===== config.mk =====
export PLATFORM = sky130hd
export DESIGN_NAME = synmul_acc
export DESIGN_NICKNAME = d
export VERILOG_FILES = /design/src/rtl/synmul_pkg.sv /design/src/rtl/synmul_vld_dly.sv /design/src/rtl/synmul_acc.sv
export SDC_FILE = /design/constraint.sdc
export NUM_CORES = 1
export LEC_CHECK = 0
export ABC_AREA = 1
export BUFFER_PORTS_ARGS = -buffer_cell sky130_fd_sc_hd__buf_2
export CAP_MARGIN = 5
export CORE_MARGIN = 1.5
export CORE_UTILIZATION = 35
export DETAILED_ROUTE_END_ITERATION = 10
export HOLD_SLACK_MARGIN = 0.06
export PLACE_DENSITY = 0.57
export REMOVE_ABC_BUFFERS = 1
export SLEW_MARGIN = 20
export SYNTH_ARGS = -nofsm -noshare
export SYNTH_HDL_FRONTEND = slang
export SYNTH_SLANG_ARGS = --single-unit

===== constraint.sdc =====
create_clock -name clk -period 3.2 [get_ports clk]
set_clock_uncertainty 0.15 [all_clocks]
set_input_delay 0.16 -clock clk [delete_from_list [all_inputs] [get_ports clk]]
set_output_delay 0.16 -clock clk [all_outputs]
set_load 0.01 [all_outputs]

===== src/rtl/synmul_pkg.sv =====
// Shared constants and result type for the synthesized-multiplier accumulator.
package synmul_pkg;
  localparam int PROD_W      = 65;
  localparam int MUL_LATENCY = 4;
  // Widest accumulator the result struct can carry; ACC_W must not exceed it.
  localparam int ACC_MAX_W   = 128;

  typedef struct packed {
    logic [ACC_MAX_W-1:0] sum;
    logic                 ovf;
  } acc_result_t;
endpackage


===== src/rtl/synmul_vld_dly.sv =====
// Enable delay line: marks the cycles on which the multiplier output is fresh.
module synmul_vld_dly
  import synmul_pkg::*;
#(
  parameter int LATENCY = MUL_LATENCY
) (
  input  logic clk,
  input  logic flush,
  input  logic d,
  output logic fresh
);
  logic [LATENCY-1:0] vld_sr;

  generate
    if (LATENCY == 1) begin : g_one
      always_ff @(posedge clk) begin
        if (flush) vld_sr <= '0;
        else       vld_sr <= d;
      end
    end else begin : g_many
      always_ff @(posedge clk) begin
        if (flush) vld_sr <= '0;
        else       vld_sr <= {vld_sr[LATENCY-2:0], d};
      end
    end
  endgenerate

  assign fresh = vld_sr[LATENCY-1];
endmodule


===== src/rtl/synmul_acc.sv =====
// Sums BATCH fresh multiplier products and hands each total out through a
// one-entry valid/ready register; the upstream multiplier is never stalled.
module synmul_acc
  import synmul_pkg::*;
#(
  parameter int LATENCY = MUL_LATENCY,
  parameter int BATCH   = 8,
  parameter int ACC_W   = 72,
  localparam int CNT_W  = $clog2(BATCH + 1)
) (
  input  logic              clk,
  input  logic              reset,
  input  logic              enable,
  input  logic              clear,
  input  logic [PROD_W-1:0] product_d4,
  output logic [ACC_W-1:0]  out_sum,
  output logic              out_valid,
  input  logic              out_ready,
  output logic              out_ovf,
  output logic              drop_err,
  output logic [CNT_W-1:0]  acc_cnt
);
  logic              fresh;
  logic [ACC_W-1:0]  acc, acc_base, acc_n, addend;
  logic [ACC_W:0]    sum_ext;
  logic [CNT_W-1:0]  cnt_base, cnt_n;
  logic              ovf_run, ovf_base, ovf_step, ovf_final, ovf_n;
  logic              complete, free;
  acc_result_t       out_reg, out_load;

  synmul_vld_dly #(.LATENCY(LATENCY)) u_vld_dly (
    .clk  (clk),
    .flush(reset),
    .d    (enable),
    .fresh(fresh)
  );

  // clear restarts the batch first, so a coinciding fresh product opens the new one.
  always_comb begin
    acc_base  = clear ? '0 : acc;
    cnt_base  = clear ? '0 : acc_cnt;
    ovf_base  = clear ? 1'b0 : ovf_run;
    addend    = ACC_W'($signed(product_d4));
    sum_ext   = {acc_base[ACC_W-1], acc_base} + {addend[ACC_W-1], addend};
    ovf_step  = sum_ext[ACC_W] ^ sum_ext[ACC_W-1];
    ovf_final = ovf_base | ovf_step;
    complete  = fresh && (cnt_base == CNT_W'(BATCH - 1));
    free      = !out_valid || out_ready;

    acc_n = acc_base;
    cnt_n = cnt_base;
    ovf_n = ovf_base;
    if (fresh) begin
      if (complete) begin
        acc_n = '0;
        cnt_n = '0;
        ovf_n = 1'b0;
      end else begin
        acc_n = sum_ext[ACC_W-1:0];
        cnt_n = cnt_base + CNT_W'(1);
        ovf_n = ovf_final;
      end
    end

    out_load                = '0;
    out_load.sum[ACC_W-1:0] = sum_ext[ACC_W-1:0];
    out_load.ovf            = ovf_final;
  end

  // Handshake: a result moves on any edge with out_valid & out_ready; out_sum/out_ovf
  // hold while out_valid & !out_ready; a completed batch is dropped only if the
  // register is full and not being drained on that same edge.
  always_ff @(posedge clk) begin
    if (reset) begin
      acc       <= '0;
      acc_cnt   <= '0;
      ovf_run   <= 1'b0;
      out_reg   <= '0;
      out_valid <= 1'b0;
      drop_err  <= 1'b0;
    end else begin
      acc     <= acc_n;
      acc_cnt <= cnt_n;
      ovf_run <= ovf_n;
      if (complete && free) begin
        out_reg   <= out_load;
        out_valid <= 1'b1;
      end else if (out_valid && out_ready) begin
        out_valid <= 1'b0;
      end
      if (complete && !free) drop_err <= 1'b1;
    end
  end

  assign out_sum = out_reg.sum[ACC_W-1:0];
  assign out_ovf = out_reg.ovf;
endmodule


Yosys cells after proc, flatten, opt, wreduce, memory -nomap -nowiden
Index checks and enable logic that the tools add are counted.
{"block": "classes", "reduce_logical": 8, "shift": 0, "bitwise": 2, "n_lt_le_gt_ge": 0, "multipliers": 0, "div": 0, "mux": 11, "add_sub_neg": 2, "n_eq_ne": 1}
{"cell": "$mux W72", "n": 3}
{"cell": "$add A72 B65 Y73", "n": 1}
{"cell": "$mux W4", "n": 3}
{"cell": "$mux W1", "n": 5}
{"cell": "$add A4 B1 Y4 const B", "n": 1}
{"cell": "$eq A4 B3 Y1 const B", "n": 1}
{"cell": "$logic_and A1 B1 Y1", "n": 4}
{"cell": "$logic_not A1 Y1", "n": 2}
{"cell": "$reduce_bool A2 Y1", "n": 1}
{"cell": "$logic_or A1 B1 Y1", "n": 1}
{"cell": "$or A1 B1 Y1", "n": 1}
{"cell": "$xor A1 B1 Y1", "n": 1}
{"block": "totals", "romBits": 0, "out_inout_bits": 79, "mem_count": 0, "wordCells": 32, "reg_bits": 156, "latchBits": 0, "ram_bits": 0}

Logic depth before layout (Yosys ltp)
{"block": "logic_depth", "word_depth": 6, "ltp_mapped": 21, "ltp_nobuf": 20}

Modules after synthesis
A second synthesis with hierarchy kept.
{"block": "hier_totals", "hier_cells": 2017, "hier_area_um2": 12075.3}
{"mod": "synmul_acc", "seq_area_each_um2": 3042.9, "cells_each": 2005, "area_per_inst_um2": 11965.2, "n_inst": 1}
{"mod": "synmul_vld_dly", "seq_area_each_um2": 80.1, "cells_each": 12, "area_per_inst_um2": 110.1, "n_inst": 1}

Least setup slack after synthesis
OpenSTA, ideal clock, no wires.
{"block": "synth_path", "kind": "input port to flip-flop", "from": "input clear", "to": "register out_reg, in the netlist out_sum[71]", "required_time_ns": 2.941, "setup_time_ns": 0.109, "stages": 18, "setup_slack_ns": 0.655, "t_arrival_ns": 2.286, "path_cell_list": "clkbuf_1 clkbuf_1 nor2_1 ha_1 nand2_1 inv_2 a21oi_1 nand2_1 nand2_1 nand3_2 nand2_1 nand2_2 a21oi_1 nand2_1 nand2_1 nand2_1 nand2_1 inv_1"}
{"block": "synth_between", "elab_chain_cells": 4, "elab_cells_between_ends": 6}
{"item": "start, declared", "line_no": "synmul_acc.sv:14", "rtl": "input logic clear,"}
{"item": "parallel branches: the longest is 4 deep, another holds $add A72 B65 Y73"}
{"item": "end signal, assigned", "line_no": "synmul_acc.sv:86", "rtl": "out_reg <= out_load;"}
{"item": "end, declared", "line_no": "synmul_acc.sv:29", "rtl": "acc_result_t out_reg, out_load;"}
Several ways; the timed one is not identified.
A chain may end at the register's enable or synchronous reset.

Worst setup path after layout
{"block": "layout_path", "from": "register acc[0]", "to": "register acc[38]"}
{"block": "layout_between", "elab_chain_cells": 4}
{"item": "start, declared", "line_no": "synmul_acc.sv:24", "rtl": "logic [ACC_W-1:0] acc, acc_base, acc_n, addend;"}
{"item": "start signal, assigned", "line_no": "synmul_acc.sv:82", "rtl": "acc <= acc_n;"}
{"item": "$mux W72", "line_no": "synmul_acc.sv:40", "rtl": "acc_base = clear ? '0 : acc;"}
{"item": "$add A72 B65 Y73", "line_no": "synmul_acc.sv:44", "rtl": "sum_ext = {acc_base[ACC_W-1], acc_base} + {addend[ACC_W-1], addend};"}
{"item": "$mux W72", "line_no": "synmul_acc.sv:54", "rtl": "if (complete) begin"}
{"item": "$mux W72", "line_no": "synmul_acc.sv:53", "rtl": "if (fresh) begin"}
No other way between the ends.

==> run metrics <==
Post-synth EDFFs=0; delay of the slowest critical-path stage=0.44 ns; FF-to-FF Start=acc[0]; Clock Sink Count=156; total global-route track usage=24.7%; antenna violations before repair=1; slew at the pin with the worst max-slew slack=1.02 ns; half-perimeter wire length after placement=35100 µm; total standard cell area after synthesis=12300 µm²; share of post-route cells with drive strength above 1=11.7%; die area=36100 µm²; dominant cell type by count on the critical path=sky130_fd_sc_hd__nand2_1; worst vdd rail ir drop=0.360 mV; Area growth, synth to finish=15.6%; # rows=68; hold crit path type=in2reg; Routed WL per cell=16.4 µm; setup repair after global routing missed its margin=false; number of buffers on the longest clock path=2; dpl cells=2651; Post-Route Utilization=41.1%; Worst EP arrival=3.09 ns; worst hold path stage count=5; routed length on met1=23000 µm; Worst Setup Start Kind=flop; setup slack on the worst flop-to-flop path=0.33 ns; YS warnings=0; number of maximum-capacitance violations=0; Antenna Diode Count=0; Distinct cells, synth=37; Synth Area per Inst=5.88 µm²; DRC marker count from the first detailed-route iteration=1070; placed cell area=13600 µm²; via count of the routed design=13000; count of placed standard cells in the final layout, fillers left out=2686; DIE WIDTH=190 µm; number of max-slew violations in the final report=0; Min-Delay Startpoint=product_d4[5]; clock root buffer master=sky130_fd_sc_hd__clkbuf_16; Clock transition at path regs=0.07 ns; boundary pin count=149; primary flip-flop cell chosen by synthesis mapping=sky130_fd_sc_hd__dfxtp_1; count of cells along the worst register-to-register path=17; count of input and output buffers=148; fraction of registers with async set/reset=0%; hold buffers post-CTS=3; part of the Yosys area used for sequential elements=25.5%; Static Leakage=7.31 nW; commonest non-fill, non-tap cells in the layout=sky130_fd_sc_hd__nand2_1, sky130_fd_sc_hd__inv_1, sky130_fd_sc_hd__nor2_1, sky130_fd_sc_hd__a21oi_1, sky130_fd_sc_hd__dfxtp_1; number of buffers added by the clock tree synthesis step=17; final setup fails=0; final clock period utilization by the worst path=89.6%; area of all placed cells without fillers=14200 µm²; number of optimization iterations in the first detailed-route pass=6; type of the worst setup path=reg2reg; Remaining Overflow, GRT=0; Post-DRT Antenna Nets=0; post-CTS resize count=0; die height=190 µm; global-route wire length before repair=68400 µm; Met3 Wirelength=2370 µm; remaining design rule violation count=0; pin count of the biggest net entering global routing=80; initial cell density of the core=35.6%; Final min period=2.87 ns; Hold WS=0.0988 ns; achievable clock frequency=0.349 GHz; placeable core region=34500 µm²; Endpoint, Worst Hold=acc[5]; TritonCTS clock tree=done; vias per cell=4.85; top layer used by detailed routing=met4; maximum fanout count along the critical path=4; type of element capturing the critical path=flop; Post-CTS Setup Repair Bufs=0; power density over the cells=318 nW/µm²; final weighted congestion in routability-driven placement=0.955; wire length on met2=17800 µm; Clk Latency, worst-skew pair=0.46 ns; H-tree levels=4; flops & latches, synth=156; Routed Wire Length=44000 µm; series of cell instances along the critical path=inv_1, nor2_1, buf_4, ha_1, fa_1, nand2_1, nand2_1, and2_4, nand2_1, nand2_2, nand2_1, nand3_2, nand2_1, nand2_1, xor2_1, nand2_1, a21oi_1; commonest non-fill, non-tap cell in the layout=sky130_fd_sc_hd__nand2_1; reg2reg end=acc[38]; net total in the final layout=2362; count of endpoints failing hold in the final timing report=0; CP required=3.42 ns; vias in the first global route=12200; Slowest-stage cell, CP=sky130_fd_sc_hd__xor2_1; run status=complete, no violations; Slew headroom=32.1%; synthesized netlist cell count=2082
==> flip-flops by register name, indices dropped and copies added (netlist names) <==
signal and flops:
out_valid 1, u_vld_dly.vld_sr 4, acc_cnt 4, out_sum 72, drop_err 1, ovf_run 1
out_ovf 1, acc 72
==> synthesized netlist by cell type (17+ instances only) <==
master                       n  area [µm²]
sky130_fd_sc_hd__a21oi_1   180         901
sky130_fd_sc_hd__clkbuf_1   36         135
sky130_fd_sc_hd__dfxtp_1   156        3120
sky130_fd_sc_hd__ha_1       73         913
sky130_fd_sc_hd__inv_1     358        1340
sky130_fd_sc_hd__nand2_1   625        2350
sky130_fd_sc_hd__nand3_1    66         330
sky130_fd_sc_hd__nor2_1    240         901
sky130_fd_sc_hd__nor3_1     17        85.1
sky130_fd_sc_hd__o21a_1     31         233
sky130_fd_sc_hd__o21ai_0    91         455
sky130_fd_sc_hd__o21bai_1   44         330
sky130_fd_sc_hd__xor2_1     30         263
==> stage by stage <==
step / setup TNS, ns / power, mW / setup WS [ns]
after floorplan: -57.66 / 2.27 / -0.828
after global placement: 0 / 2.49 / 0.144
final: 0 / 4.50 / 0.332
after CTS: 0 / 4.55 / 0.345
after global routing: 0 / 4.67 / 0.179
after detailed placement: 0 / 2.49 / 0.158
==> critical path: cells and delay by family, from the launching register on <==
family	cells	cell delay, ns
buf+inv	2	0.18
simple gates	11	0.99
fa+ha+maj	2	0.59
xor+xnor	1	0.44
flops	1	0.30
compound gates	1	0.14
==> how the worst max path moves through the flow <==
stage | startpoint | end | slack, ns | depth (start not counted)
3_5_place_dp | clear | out_sum[59] | 0.16 | 14
4_1_cts | acc[0] | acc[38] | 0.35 | 17
5_1_grt | acc[0] | acc[32] | 0.18 | 16
6_report | acc[0] | acc[38] | 0.33 | 17
3_3_place_gp | clear | acc[63] | 0.14 | 16
2_1_floorplan | u_vld_dly.vld_sr[3] | acc[42] | -0.83 | 4
==> metal layers <==
metal	global-route usage [%]	up-vias
met4	6.17	0
met1	37.9	5884
met3	2.60	32
met5	0	-
met2	36.3	387
li1	-	6729
==> power by group <==
part / internal [mW] / total [mW] / switching, mW
Clock: 1.09 / 2.04 / 0.956
Combinational: 0.153 / 0.505 / 0.352
Sequential: 1.95 / 1.95 / 0.00245
==> logic make-up (layout without fill, tap and decap cells) <==
kind of cell	after synthesis	after routing	synth area share (%)
AOI/OAI and AO/OA	365	365	16.7
xor gates and xnor gates	38	38	2.72
adders and majority gates	74	74	7.62
buffers and inverters	432	581	13.4
DFF	156	156	25.5
and+or+nand+nor	1017	1017	34.1
==> area by class of cell <==
class,instances,area (µm²)
clock buffer,18,429
clock inverter,14,136
fill,3811,20300
inverter,377,1420
multi-input combinational,1494,7490
sequential,156,3120
tap,455,569
timing repair buffer,172,991
Note: power is estimated with default switching activity, not from simulation.
